## config.mk

```make
export PLATFORM = sky130hd
export DESIGN_NAME = dmem_responder_flat
export DESIGN_NICKNAME = d
export VERILOG_FILES = /design/src/rtl/dmem_responder_if.sv /design/src/rtl/dmem_responder.sv /design/src/flat_wrapper.sv
export SDC_FILE = /design/constraint.sdc
export NUM_CORES = 2
export LEC_CHECK = 0
export CAP_MARGIN = 20
export CORE_ASPECT_RATIO = 0.9
export CORE_MARGIN = 2
export CORE_UTILIZATION = 29
export CTS_BUF_LIST = sky130_fd_sc_hd__clkbuf_8
export CTS_CLUSTER_SIZE = 30
export DETAILED_ROUTE_END_ITERATION = 12
export PLACE_DENSITY = 0.48
export SYNTH_ARGS = -nofsm -noshare
export SYNTH_HDL_FRONTEND = slang
export SYNTH_SLANG_ARGS = --single-unit
```

## constraint.sdc

```tcl
create_clock -name clk -period 10.2 [get_ports clk]
set_input_delay 2.04 -clock clk [delete_from_list [all_inputs] [get_ports clk]]
set_output_delay 2.04 -clock clk [all_outputs]
set_load 0.03 [all_outputs]
```

## src/rtl/dmem_responder_if.sv

```systemverilog
`default_nettype none
// ============================================================================
// Module      : dmem_responder_if
// Description : M-stage data-memory bus plus console TX stream and debug counter.
// Revision    : 1.0 - initial release
// ============================================================================
interface dmem_responder_if;
    logic        MemWriteM;
    logic [31:0] ALUOutM;
    logic [31:0] WriteDataM;
    logic [31:0] ReadDataM;
    logic        tx_valid;
    logic [31:0] tx_data;
    logic        tx_ready;
    logic [31:0] cycle_count;

    modport master (
        output MemWriteM, ALUOutM, WriteDataM, tx_ready,
        input  ReadDataM, tx_valid, tx_data, cycle_count
    );

    modport slave (
        input  MemWriteM, ALUOutM, WriteDataM, tx_ready,
        output ReadDataM, tx_valid, tx_data, cycle_count
    );
endinterface
`default_nettype wire

```

## src/rtl/dmem_responder.sv

```systemverilog
`default_nettype none
// ============================================================================
// Module      : dmem_responder
// Description : Data RAM with an MMIO window (console TX FIFO, cycle counter).
// Revision    : 1.0 - initial release
// ============================================================================
module dmem_responder #(
    parameter int          DEPTH_WORDS = 64,
    parameter int          FIFO_DEPTH  = 4,
    parameter logic [31:0] MMIO_BASE   = 32'hFFFF_0000
) (
    input  wire logic       clk,
    input  wire logic       reset,
    dmem_responder_if.slave bus
);
    localparam int         AW         = $clog2(DEPTH_WORDS);
    localparam int         PW         = $clog2(FIFO_DEPTH);
    localparam logic [1:0] OFF_TXDATA = 2'd0;
    localparam logic [1:0] OFF_STATUS = 2'd1;
    localparam logic [1:0] OFF_CYCLE  = 2'd2;

    logic [31:0] ram_q  [DEPTH_WORDS];
    logic [31:0] fifo_q [FIFO_DEPTH];
    logic [PW:0] rd_ptr_q, rd_ptr_d;
    logic [PW:0] wr_ptr_q, wr_ptr_d;
    logic        overflow_q, overflow_d;
    logic [31:0] cycle_q, cycle_d;

    logic        mmio_sel;
    logic [1:0]  mmio_off;
    logic [AW-1:0] ram_idx;
    logic        empty, full, pop, push, tx_write, ram_we;
    logic        status_clr, cycle_load;
    logic [31:0] read_data;
    logic        unused_addr_bits;

    assign unused_addr_bits = ^bus.ALUOutM[1:0];

    always_comb begin
        mmio_sel   = (bus.ALUOutM[31:4] == MMIO_BASE[31:4]);
        mmio_off   = bus.ALUOutM[3:2];
        ram_idx    = bus.ALUOutM[AW+1:2];
        empty      = (rd_ptr_q == wr_ptr_q);
        full       = (rd_ptr_q[PW] != wr_ptr_q[PW]) &&
                     (rd_ptr_q[PW-1:0] == wr_ptr_q[PW-1:0]);
        pop        = !empty && bus.tx_ready;
        tx_write   = bus.MemWriteM && mmio_sel && (mmio_off == OFF_TXDATA);
        // A pop on the same edge frees the slot, so a full FIFO still accepts.
        push       = tx_write && (!full || pop);
        ram_we     = bus.MemWriteM && !mmio_sel;
        status_clr = bus.MemWriteM && mmio_sel && (mmio_off == OFF_STATUS) &&
                     bus.WriteDataM[2];
        cycle_load = bus.MemWriteM && mmio_sel && (mmio_off == OFF_CYCLE);

        rd_ptr_d   = rd_ptr_q + {{PW{1'b0}}, pop};
        wr_ptr_d   = wr_ptr_q + {{PW{1'b0}}, push};

        overflow_d = overflow_q;
        if (status_clr)
            overflow_d = 1'b0;
        if (tx_write && full && !pop)
            overflow_d = 1'b1;

        cycle_d = cycle_load ? bus.WriteDataM : cycle_q + 32'd1;
    end

    always_comb begin
        read_data = '0;
        if (mmio_sel) begin
            case (mmio_off)
                OFF_TXDATA: read_data = empty ? 32'd0 : fifo_q[rd_ptr_q[PW-1:0]];
                OFF_STATUS: read_data = {29'd0, overflow_q, full, empty};
                OFF_CYCLE:  read_data = cycle_q;
                default:    read_data = '0;
            endcase
        end else begin
            read_data = ram_q[ram_idx];
        end
    end

    assign bus.ReadDataM   = read_data;
    assign bus.tx_valid    = !empty;
    assign bus.tx_data     = fifo_q[rd_ptr_q[PW-1:0]];
    assign bus.cycle_count = cycle_q;

    always_ff @(posedge clk or negedge reset) begin
        if (!reset) begin
            rd_ptr_q   <= '0;
            wr_ptr_q   <= '0;
            overflow_q <= 1'b0;
            cycle_q    <= '0;
        end else begin
            rd_ptr_q   <= rd_ptr_d;
            wr_ptr_q   <= wr_ptr_d;
            overflow_q <= overflow_d;
            cycle_q    <= cycle_d;
        end
    end

    // Storage arrays carry no reset: RAM contents survive reset by design.
    always_ff @(posedge clk) begin
        if (ram_we)
            ram_q[ram_idx] <= bus.WriteDataM;
        if (push)
            fifo_q[wr_ptr_q[PW-1:0]] <= bus.WriteDataM;
    end
endmodule
`default_nettype wire

```

## src/flat_wrapper.sv

```systemverilog
// flat-port wrapper written by rule: the top's interface ports become plain ports
module dmem_responder_flat 
#(
    parameter int          DEPTH_WORDS = 64,
    parameter int          FIFO_DEPTH  = 4,
    parameter logic [31:0] MMIO_BASE   = 32'hFFFF_0000
)
  (clk, reset, bus_MemWriteM, bus_ALUOutM, bus_WriteDataM, bus_tx_ready, bus_ReadDataM, bus_tx_valid, bus_tx_data, bus_cycle_count);
  dmem_responder_if bus_i ();
  input  wire logic clk;
  input  wire logic reset;
  input wire logic [$bits(bus_i.MemWriteM)-1:0] bus_MemWriteM;
  input wire logic [$bits(bus_i.ALUOutM)-1:0] bus_ALUOutM;
  input wire logic [$bits(bus_i.WriteDataM)-1:0] bus_WriteDataM;
  input wire logic [$bits(bus_i.tx_ready)-1:0] bus_tx_ready;
  output wire logic [$bits(bus_i.ReadDataM)-1:0] bus_ReadDataM;
  output wire logic [$bits(bus_i.tx_valid)-1:0] bus_tx_valid;
  output wire logic [$bits(bus_i.tx_data)-1:0] bus_tx_data;
  output wire logic [$bits(bus_i.cycle_count)-1:0] bus_cycle_count;
  assign bus_i.MemWriteM = bus_MemWriteM;
  assign bus_i.ALUOutM = bus_ALUOutM;
  assign bus_i.WriteDataM = bus_WriteDataM;
  assign bus_i.tx_ready = bus_tx_ready;
  assign bus_ReadDataM = bus_i.ReadDataM;
  assign bus_tx_valid = bus_i.tx_valid;
  assign bus_tx_data = bus_i.tx_data;
  assign bus_cycle_count = bus_i.cycle_count;
  dmem_responder #(.DEPTH_WORDS(DEPTH_WORDS), .FIFO_DEPTH(FIFO_DEPTH), .MMIO_BASE(MMIO_BASE)) u_core (.clk(clk), .reset(reset), .bus(bus_i));
endmodule
```

==> results.ini <==
[run_status]
status = complete, no violations

[routing]
drt_iter0_markers = 6711
drc_errors = 0
ant_nets = 0
via_count = 45800
wire_per_inst_um = 33.8
viasPerCell = 5.27
totalWireLength_um = 295000
drt_pre_antenna_iters = 6

[setup_path]
critPathMaxFanout = 60
cp_top_family = buffers and inverters
cp.buffers_inverters = 5
r2r_slack_ps = 7170
r2r-end = u_core.fifo_q[3][12]
cpMaxStageDelayCell = nor4_1
cp.arrival_ps = 6760
slowest_delay_ps = 680
crit_start = bus_ALUOutM[2]
path_common_cell = buf_4
cp_cell_sequence = buf_8, buf_4, mux4_2, a22o_1, a221oi_1, o22ai_1, buf_4, nor4_1, buf_4, nor2_1, clkdlybuf4s50_1
worstSetupPathType = input pin to output port
r2r_cells = 8
cp-start-kind = input pin
rr_startpoint = u_core.rd_ptr_q[0]
crit_required_ps = 8160
critPathCaptureType = output port

[pwr]
vdd_drop_max_mv = 0.126
leakagePower_nw = 31.4
powerDensity_nw_per_um2 = 188

[sta]
post-route-min-period_ps = 8800
rsz0062_at_grt = no
drv_slew = 0
finalCritPeriodShare_pct = 86.3
setup_viol = 0
timing.fmax_mhz = 114
finalSetupTns_ps = 0
final_hold_viol_count = 0
finClkSkew_ps = 11.7
tightestPinTransition_ps = 1410
relSlewSlack_pct = 6.22

[cells_and_area]
final_common_cell = edfxtp_1
final_cell_mix = 2176 x edfxtp_1, 510 x mux4_2, 362 x clkbuf_8
utilization_pct = 33.9
fin_nets = 4600
layout-drive-gt1-share_pct = 27.8
postLayoutCellArea_um2 = 99700
area_delta_synth_final_pct = 16.2

[grt]
overflow = 0
grt_pass1_wl_um = 395000
grt_pass1_vias = 45000
grt_start_max_net_pins = 86
grt_usage_pct = 19.2
antenna_found_initial = 32

[floorplan]
rows = 189
core_area_um2 = 294000
initial_utilization_pct = 29.1
dieArea_um2 = 300000
io_pins = 165
die_w_um = 577
dieHeight_um = 520

[synthesis]
ys_seq_area_share_pct = 77.3
synth-async-reset-ratio_pct = 1.76
yosys_register_bits = 2215
synth_fp_nets = 4063
synth_cell_types = 71
yosysWarningCount = 0
synth-edff-count = 2176
syn_inst = 3990
syn_avg_cell_area_um2 = 21.5
syn_area_um2 = 85800
synth_top_flop_cell = edfxtp_1

[cts]
cts_buffers = 349
holdBufCountCts = 0
ctsResizeCount = 0
clk_latency_ps = 940
htreeDepth = 5
cts_setup_buffers = 0
path_clk_slew_ps = 60
clock_path_buffers = 4
cts-root-buf = clkbuf_8
clkSinkCount = 2215
tritoncts = built

[run]
drv_cap = 0

[placement]
gp_congestion = 0.837
port_buffers = 162
dp_hpwl_um = 178000
dpl_cell_area_um2 = 93500

[hold_path]
hold_depth = 1
hp-class = flop to flop
hold_start = u_core.wr_ptr_q[2]
whs_endpoint = u_core.wr_ptr_q[2]

## through the flow
stage / hold slack [ps] / std cells / power (mW) / setup WS [ps]
final: 485 / 8702 / 18.7 / 1400
after global routing: 521 / 8696 / 19.3 / 1290
after CTS: 490 / 8690 / 18.9 / 1340
after detailed placement: 478 / 8087 / 12.0 / 1350
after global placement: 477 / 8083 / 12.0 / 1430
after floorplan: 462 / 3990 / 11.1 / 4050
## power breakdown
part | switching (mW) | internal, mW
Clock | 3.52 | 3.34
Sequential | 0.0366 | 10.1
Combinational | 1.15 | 0.599
Total | 4.71 | 14.0
## state kept, by name, indices dropped and copies added, names as in the netlist
| register | flops |
|---|---|
| u_core.ram_q | 2048 |
| u_core.wr_ptr_q | 3 |
| u_core.rd_ptr_q | 3 |
| u_core.fifo_q | 128 |
| u_core.overflow_q | 1 |
| u_core.bus.cycle_count | 32 |
## routing by layer
layer / up-vias / routed length, um / part of all wire [%] / GRT usage, %
li1: 17900 / - / - / -
met1: 25000 / 128000 / 44 / 28.3
met2: 2441 / 131000 / 45 / 28.9
met3: 404 / 27800 / 9.4 / 4.19
met4: 2 / 6880 / 2.3 / 4.65
met5: - / 13 / 0.0044 / 0
## synth_stat cells, drive strengths merged, types with 39 or more instances
cell,number,area (um^2)
o22ai,43,269
mux4,510,11500
a21oi,82,410
nor2,153,574
a22oi,53,398
nand2,110,413
buf,147,1010
a221oi,59,523
nand3,64,325
dfrtp,39,976
clkbuf,80,302
o21ai,39,195
mux2i,100,1000
edfxtp,2176,65300
## area by class of cell
class	count	area (um^2)
tap	3915	4900
clock buffer	360	4950
fill	27800	195000
antenna	8	20.0
multi-input combinational	1540	18800
clock inverter	243	1090
inverter	8	35.0
timing repair buffer	413	3590
sequential	2215	66300
## cells by family (layout without fill, tap and decap cells)
kind of cell | after synthesis | in the layout | share of synthesized area, %
buf+inv | 235 | 1024 | 1.56
mux | 636 | 636 | 14.9
simple gates | 492 | 492 | 2.78
xor+xnor | 35 | 35 | 0.357
flops | 2215 | 2215 | 77.3
other cells | 0 | 8 | 0
fa+ha+maj | 5 | 5 | 0.0729
compound gates | 372 | 372 | 3.03
## worst max path at each step
stage / end / slack, ps / depth (start not counted)
floorplan: bus_ReadDataM[1] / 4050 / 6
global placement: bus_ReadDataM[8] / 1430 / 11
detailed placement: bus_ReadDataM[8] / 1350 / 11
CTS: bus_ReadDataM[8] / 1340 / 11
global route: bus_ReadDataM[11] / 1290 / 11
finish: bus_ReadDataM[11] / 1400 / 11
Note: power is estimated with default switching activity, not from simulation.
